<file path="src/rtl/mem_arbiter2.sv">
// mem_arbiter2: two-master round-robin arbiter in front of one picorv32-native
// memory port, with a watchdog that force-completes hung transfers.
//
// Ports:
//   clk, resetn                  clock / asynchronous active-low reset
//   m0_* / m1_*                  master ports (valid, ready, addr, wdata, wstrb, rdata)
//   s_*                          shared slave port (valid, ready, addr, wdata, wstrb, rdata)
//   timeout_err                  sticky watchdog-expiry flag, cleared only by reset
//   err_addr                     s_addr of the most recent timed-out transfer
//
// Parameters:
//   TIMEOUT    BUSY cycles without s_ready before forced completion (0 disables)
//   ERR_RDATA  read data returned to the master on a timed-out transfer
module mem_arbiter2 #(
  parameter logic [15:0] TIMEOUT   = 16'd1024,
  parameter logic [31:0] ERR_RDATA = 32'hDEADBEEF
) (
  input  logic        clk,
  input  logic        resetn,
  input  logic        m0_valid,
  output logic        m0_ready,
  input  logic [31:0] m0_addr,
  input  logic [31:0] m0_wdata,
  input  logic [3:0]  m0_wstrb,
  output logic [31:0] m0_rdata,
  input  logic        m1_valid,
  output logic        m1_ready,
  input  logic [31:0] m1_addr,
  input  logic [31:0] m1_wdata,
  input  logic [3:0]  m1_wstrb,
  output logic [31:0] m1_rdata,
  output logic        s_valid,
  input  logic        s_ready,
  output logic [31:0] s_addr,
  output logic [31:0] s_wdata,
  output logic [3:0]  s_wstrb,
  input  logic [31:0] s_rdata,
  output logic        timeout_err,
  output logic [31:0] err_addr
);

  typedef enum logic [1:0] {IDLE, BUSY0, BUSY1} state_t;

  state_t      state, state_d;
  logic        last_grant, last_grant_d;
  logic [15:0] wdog, wdog_d;
  logic        err_set;

  // Granted-master view: selected by registered state only, so the slave
  // side never sees a combinational path from the master valids.
  logic        busy, sel;
  logic        g_valid;
  logic        g_ready;
  logic [31:0] g_rdata;
  logic        expire;

  assign busy    = (state != IDLE);
  assign sel     = (state == BUSY1);
  assign g_valid = sel ? m1_valid : m0_valid;
  assign expire  = (TIMEOUT != 16'd0) && (wdog == TIMEOUT - 16'd1) && !s_ready;

  always_comb begin
    state_d      = state;
    last_grant_d = last_grant;
    wdog_d       = wdog;
    err_set      = 1'b0;
    g_ready      = 1'b0;
    g_rdata      = '0;
    s_valid      = busy;
    s_addr       = '0;
    s_wdata      = '0;
    s_wstrb      = '0;
    m0_ready     = 1'b0;
    m0_rdata     = '0;
    m1_ready     = 1'b0;
    m1_rdata     = '0;

    if (busy) begin
      s_addr  = sel ? m1_addr  : m0_addr;
      s_wdata = sel ? m1_wdata : m0_wdata;
      s_wstrb = sel ? m1_wstrb : m0_wstrb;
    end

    case (state)
      IDLE: begin
        wdog_d = '0;
        // Tie goes to the master that was not served last.
        if (m0_valid && (!m1_valid || last_grant)) state_d = BUSY0;
        else if (m1_valid)                         state_d = BUSY1;
      end
      BUSY0, BUSY1: begin
        if (!g_valid) begin
          // Requester withdrew: abandon quietly, fairness history untouched.
          state_d = IDLE;
          wdog_d  = '0;
        end else if (s_ready) begin
          g_ready      = 1'b1;
          g_rdata      = s_rdata;
          state_d      = IDLE;
          last_grant_d = sel;
          wdog_d       = '0;
        end else if (expire) begin
          g_ready      = 1'b1;
          g_rdata      = ERR_RDATA;
          state_d      = IDLE;
          last_grant_d = sel;
          wdog_d       = '0;
          err_set      = 1'b1;
        end else begin
          g_rdata = s_rdata;
          if (wdog != 16'hFFFF) wdog_d = wdog + 16'd1;
        end
      end
      default: begin
        state_d = IDLE;
        wdog_d  = '0;
      end
    endcase

    if (busy && !sel) begin
      m0_ready = g_ready;
      m0_rdata = g_rdata;
    end
    if (sel) begin
      m1_ready = g_ready;
      m1_rdata = g_rdata;
    end
  end

  always_ff @(posedge clk or negedge resetn) begin
    if (!resetn) begin
      state       <= IDLE;
      last_grant  <= 1'b1;
      wdog        <= '0;
      timeout_err <= 1'b0;
      err_addr    <= '0;
    end else begin
      state      <= state_d;
      last_grant <= last_grant_d;
      wdog       <= wdog_d;
      if (err_set) begin
        timeout_err <= 1'b1;
        err_addr    <= s_addr;
      end
    end
  end

endmodule

</file>
<file path="config.mk">
export PLATFORM = sky130hd
export DESIGN_NAME = mem_arbiter2
export DESIGN_NICKNAME = d
export VERILOG_FILES = /design/src/rtl/mem_arbiter2.sv
export SDC_FILE = /design/constraint.sdc
export NUM_CORES = 1
export LEC_CHECK = 0
export BUFFER_PORTS_ARGS = -buffer_cell sky130_fd_sc_hd__buf_2
export CORE_AREA = 5 5 130 132
export CTS_CLUSTER_SIZE = 40
export DETAILED_ROUTE_END_ITERATION = 12
export DIE_AREA = 0 0 135 137
export GPL_TIMING_DRIVEN = 0
export PLACE_DENSITY = 0.68
export SLEW_MARGIN = 20
export SYNTH_ARGS = -nofsm -noshare
export SYNTH_HDL_FRONTEND = slang
export SYNTH_SLANG_ARGS = --single-unit
</file>
<file path="constraint.sdc">
create_clock -name clk -period 3.6 [get_ports clk]
set_input_delay 0.72 -clock clk [delete_from_list [all_inputs] [get_ports clk]]
set_output_delay 0.72 -clock clk [all_outputs]
set_load 0.05 [all_outputs]
</file>
; ---- Yosys cells after proc, flatten, opt, wreduce, memory -nomap -nowiden
; Cells that the tools add are included.
; Widths: inputs -> output; s select.
[totals]
register_bits = 52
latchBits = 0
mem_bits_rw = 0
rom_bits = 0
in_bits = 173
output_inout_bits = 168
wordCells = 61
n_memories = 0
[op_classes]
add_sub_neg = 1
multipliers = 0
div_mod_pow = 0
order_cmp = 0
eq_ne = 7
n_shift = 0
n_mux = 35
bitwise_logic = 0
reduce_logical = 13
[ops]
columns = operator, count
row1 = $mux 32, 10
row2 = $mux 16, 5
row3 = $add 16x1->16 const B, 1
row4 = $eq 16x10->1 const B, 1
row5 = $ne 16x16->1 const B, 1
row6 = $mux 1, 12
row7 = $mux 2, 5
row8 = $mux 4, 2
row9 = $ne 5x5->1 const B, 1
row10 = $ne 4x4->1 const B, 1
row11 = $pmux 2 s2, 1
row12 = $reduce_bool 2->1, 2
row13 = $logic_and 1x1->1, 3
row14 = $logic_not 1->1, 3
row15 = $ne 3x3->1 const B, 1
row16 = $reduce_and 3->1, 1
row17 = $eq 2x1->1 const B, 1
row18 = $eq 2x2->1 const B, 1
row19 = $logic_not 2->1, 1
row20 = $reduce_and 2->1, 1
row21 = $reduce_or 2->1, 1
row22 = $logic_or 1x1->1, 1

; ---- Longest topological paths before layout
[depth]
word_depth = 7
depth_mapped = 10
depth_no_buf = 6

; ---- Worst setup path before layout
; No wires, ideal clock.
[synth_timing]
path_type = register to output
start = register wdog[0]
end = output m0_rdata[15]
arrival_ns = 2.634
t_required_ns = 2.880
slack_ns = 0.246
stages_incl_launch_ff = 9
path_cell_list = dfrtp_1 ha_1 clkbuf_1 nand4_1 nor4_4 nand2_4 buf_2 buf_6 a21oi_1
[synth_via]
elab_chain_len = 7
[synth_lines]
columns = item, line
row1 = from (decl), 46  ; logic [15:0] wdog, wdog_d;
row2 = from (signal assigned), 140  ; wdog <= wdog_d;
row3 = $eq 16x10->1, 60  ; assign expire = (TIMEOUT != 16'd0) && (wdog == TIMEOUT - 16'd1) && !s_ready;
row4 = $logic_and 1x1->1, 60
row5 = $mux 32, 102  ; end else if (expire) begin
row6 = $mux 32, 96  ; end else if (s_ready) begin
row7 = $mux 32, 92  ; if (!g_valid) begin
row8 = $mux 32, 84  ; case (state)
row9 = $mux 32, 120  ; if (busy && !sel) begin
row10 = to (decl), 25  ; output logic [31:0] m0_rdata,
; No other way between the ends.

; ---- Worst setup path after layout
[layout_timing]
start = register wdog[13]
end = output m0_rdata[9]
; The elaborated chain is that of the path after synthesis.

==> metrics.md <==
| Metric | Value |
|---|---|
| CP Capture Type | `primary output` |
| Initial Utilization | `between 20% and 30%` |
| Clk slew on worst S/H paths | `0.08 ns` |
| DR vias/cell | `roughly 4.7` |
| Peak supply drop | `0.5873 mV` |
| Detailed-route wire length | `around 17000 µm` |
| Wire length per cell | `17.00 µm` |
| Die X | `135 µm` |
| Crit-path max FO | `10` |
| Hold Vio Cnt, Final | `0` |
| Drt pass-1 iters | `5` |
| Slew of the pin with the lowest slew margin | `0.7675 ns` |
| # setup viols final | `0` |
| Final antenna-violating net count | `0` |
| DRC Markers | `0` |
| Multi-input gate area | `between 2000 and 3000 µm²` |
| Gr ovfl total | `0` |
| Number of global-route vias before repair | `4583` |
| Register Area | `1303 µm²` |
| Clock Latency Late Sink | `0.30 ns` |
| Ys async rst share | `100.0%` |
| Number of diodes | `0` |
| Mapped cell area | `slightly above 4000 µm²` |
| Leakage power | `3.475 nW` |
| Critical path data required time | `2.88 ns` |
| Post-synthesis cell type count | `44` |
| RSZ-0062 raised after global routing | `false` |
| Max Freq | `282.6 MHz` |
| CP max stage cell | `or4_4` |
| Syn nets | `~640` |
| Area fraction of the dominant cell type after synthesis | `31.36%` |
| Relative slew slack | `48.83%` |
| Htree depth | `2` |
| Ranking of synthesized cells by area | `dfrtp_1, mux2i_1, mux2_4` |
| Worst Path Arrival | `2.82 ns` |
| Fraction of layout cells with a size suffix above 1 | `50.56%` |
| Detailed router's first-iteration violation count | `339` |
| Clk sinks | `52` |
| CTS tree | `built` |
| Filler cells | `1626` |
| Crit path cell chain | `or4_4 > nor4_4 > nand2_4 > buf_8 > buf_6 > a21oi_1 > buf_4` |
| Design area | `6228 µm²` |
| Clock root cell | `clkbuf_16` |
| Final period util | `98.28%` |
| Nets | `984` |
| TritonCTS buffer count | `5` |
| Clock tree buffer depth | `2` |
| Ports | `341` |
| Row cnt | `46` |
| Layout area overhead | `53.03%` |
| Final min period | `3.538 ns` |
| Pin count of the biggest net entering global routing | `53` |
| Post-synth EDFFs | `0` |
| First-pass GRT wire length | `25160 µm` |
| Yosys warns | `0` |
| Main synth FF type | `dfrtp_1` |
| Worst Skew | `0.01097 ns` |
| Placed cell areas | `between 6000 and 7000 µm²` |
| Die Y-Extent | `137 µm` |
| Routed vias | `4769` |
| Pwr/cell area | `813.8 nW/µm²` |
| Final TNS setup | `0 ns` |
| Initial antenna violation count | `0` |
| Seq/Total Area, Yosys | `around 32%` |
| Post-synthesis register bit count | `52` |
| Die Area | `18500 µm²` |
| Cells after Synth | `463` |
| I/O Buffers | `340` |
| Placer Congestion | `0.8442` |
| Yosys top cell by area | `dfrtp_1` |
| WS Path Type | `register to primary output` |
| Syn avg cell area | `roughly 8.8 µm²` |
| CTS Hold Bufs | `0` |
| Core box area | `between 15000 and 20000 µm²` |
| DP HPWL | `between 10000 and 15000 µm` |
| Total of max-cap violations | `0` |
| Critical Path Source Type | `register` |
| Tot GR Track Use | `around 17%` |
| Max Slew Vio Count | `0` |
| Outcome | `completed` |
| HP Class | `primary input to async pin` |
| Delay of the slowest cell on the worst path | `between 0.5 and 0.6 ns` |
critical path, delay by kind of cell (launching register included):
kind | cells | cell delay (ns)
compound gates | 1 | 0.30
buf+inv | 3 | 0.62
flops | 1 | 0.44
simple gates | 3 | 1.13
final cells by class:
class / instances / share of cell area [%]
Multi-Input combinational cell: 364 / 40.84
Sequential cell: 52 / 20.91
Timing Repair Buffer: 341 / 27.60
Inverter: 6 / 0.3616
Buffer: 38 / 3.435
Clock buffer: 6 / 2.230
Clock inverter: 2 / 0.2812
Tap cell: 216 / 4.339
what timing repair did:
action / 4_1_cts / 5_1_grt
endpoints found under the setup margin: 48 / 44
gates resized for setup: 5 / 9
pin swaps: 2 / 0
buffers inserted: 1 / 0
path summary, 6_finish.rpt:
| path | to | depth (start not counted) | slack, ns | start |
|---|---|---|---|---|
| worst max-delay path | m0_rdata[9] | 7 | 0.06 | wdog[13]$_DFFE_PN0P_ |
| worst min-delay path | state[0]$_DFFE_PN0P_ | 1 | 0.46 | resetn |
| worst max register to register | wdog[2]$_DFFE_PN0P_ | 6 | 1.23 | wdog[0]$_DFFE_PN0P_ |
| worst min register to register | timeout_err$_DFFE_PN0P_ | 1 | 0.46 | timeout_err$_DFFE_PN0P_ |
| max in group asynchronous | err_addr[8]$_DFFE_PN0P_ | 1 | 2.71 | resetn |
| min in group clk | timeout_err$_DFFE_PN0P_ | 1 | 0.46 | timeout_err$_DFFE_PN0P_ |
placed cells by master (no fill, tap or decap), drive strengths merged:
| cell type | count |
|---|---|
| nor2b | 1 |
| nand3 | 10 |
| a211oi | 5 |
| clkbuf | 25 |
| nor2 | 72 |
| nand2b | 2 |
| o2111ai | 1 |
| nor4 | 3 |
| dfstp | 1 |
| xnor2 | 1 |
| a311oi | 1 |
| buf | 360 |
| and2 | 19 |
| dfrtp | 51 |
| a41oi | 1 |
| a31oi | 2 |
| o22ai | 1 |
| or3b | 1 |
| or4 | 2 |
| and4 | 3 |
| mux2i | 70 |
| xor2 | 1 |
| a21oi | 61 |
| o311ai | 1 |
| ha | 3 |
| a22o | 1 |
| inv | 8 |
| o21ai | 5 |
| nand2 | 35 |
| nand4 | 8 |
| mux2 | 34 |
| and3 | 5 |
| a21boi | 1 |
| nor3 | 8 |
| or3 | 3 |
| or2 | 1 |
| a2111o | 2 |
kinds of logic after synthesis:
| family | Yosys count | synth area share [%] |
|---|---|---|
| AND/OR/NAND/NOR | 173 | 20.41 |
| multiplexers | 104 | 29.11 |
| AO/OA/AOI/OAI | 82 | 11.31 |
| flip-flops | 52 | 32.00 |
| buffers and inverters | 47 | 5.810 |
| adder cells (fa/ha/maj) | 3 | 0.9223 |
| XOR/XNOR | 2 | 0.4305 |
flip-flops by register name, indices dropped and copies added (netlist names):
register     count
wdog            16
err_addr        32
last_grant       1
timeout_err      1
state            2
power breakdown:
group          internal [mW]  switching (mW)
Clock                  0.282           0.231
Combinational          0.897            3.04
Sequential             0.606          0.0143
metrics by stage:
| step | util [%] | std cells | setup slack (ns) | total power, mW | hold WS [ns] |
|---|---|---|---|---|---|
| 2_1_floorplan | - | 463 | 0.2459 | 3.563 | 0.4244 |
| 3_3_place_gp | 38.74 | 1019 | -0.03943 | 4.560 | 0.4515 |
| 3_5_place_dp | 38.75 | 1019 | -0.01895 | 4.567 | 0.4479 |
| 4_1_cts | 39.83 | 1026 | 0.04146 | 5.097 | 0.4699 |
| 5_1_grt | 39.93 | 1025 | 0.02024 | 5.322 | 0.5033 |
| 6_report | 39.93 | 1025 | 0.06182 | 5.069 | 0.4600 |
metal layers:
| layer | wire length (µm) | share of wire (%) | track usage (%) |
|---|---|---|---|
| met4 | 238 | 1.4 | 3.751 |
| met2 | 8487 | 49 | 27.85 |
| met1 | 7393 | 42 | 23.35 |
| met5 | 0 | 0 | 0 |
| met3 | 1310 | 7.5 | 4.228 |
Yosys cell counts (2+ instances only):
cell / count
inv_1: 5
nand2b_1: 2
buf_1: 6
ha_1: 3
o21ai_0: 5
clkbuf_1: 22
mux2_4: 27
buf_2: 6
buf_6: 7
a211oi_1: 5
nor2_1: 72
and3_1: 5
dfrtp_1: 51
nand2_1: 34
mux2_2: 7
or3_1: 3
and4_1: 3
a2111o_1: 2
nor4_1: 2
nor3_1: 8
a21oi_1: 61
and2_1: 19
nand3_1: 10
nand4_1: 8
mux2i_1: 70
a31oi_1: 2
Note: power is estimated with default switching activity, not from simulation.
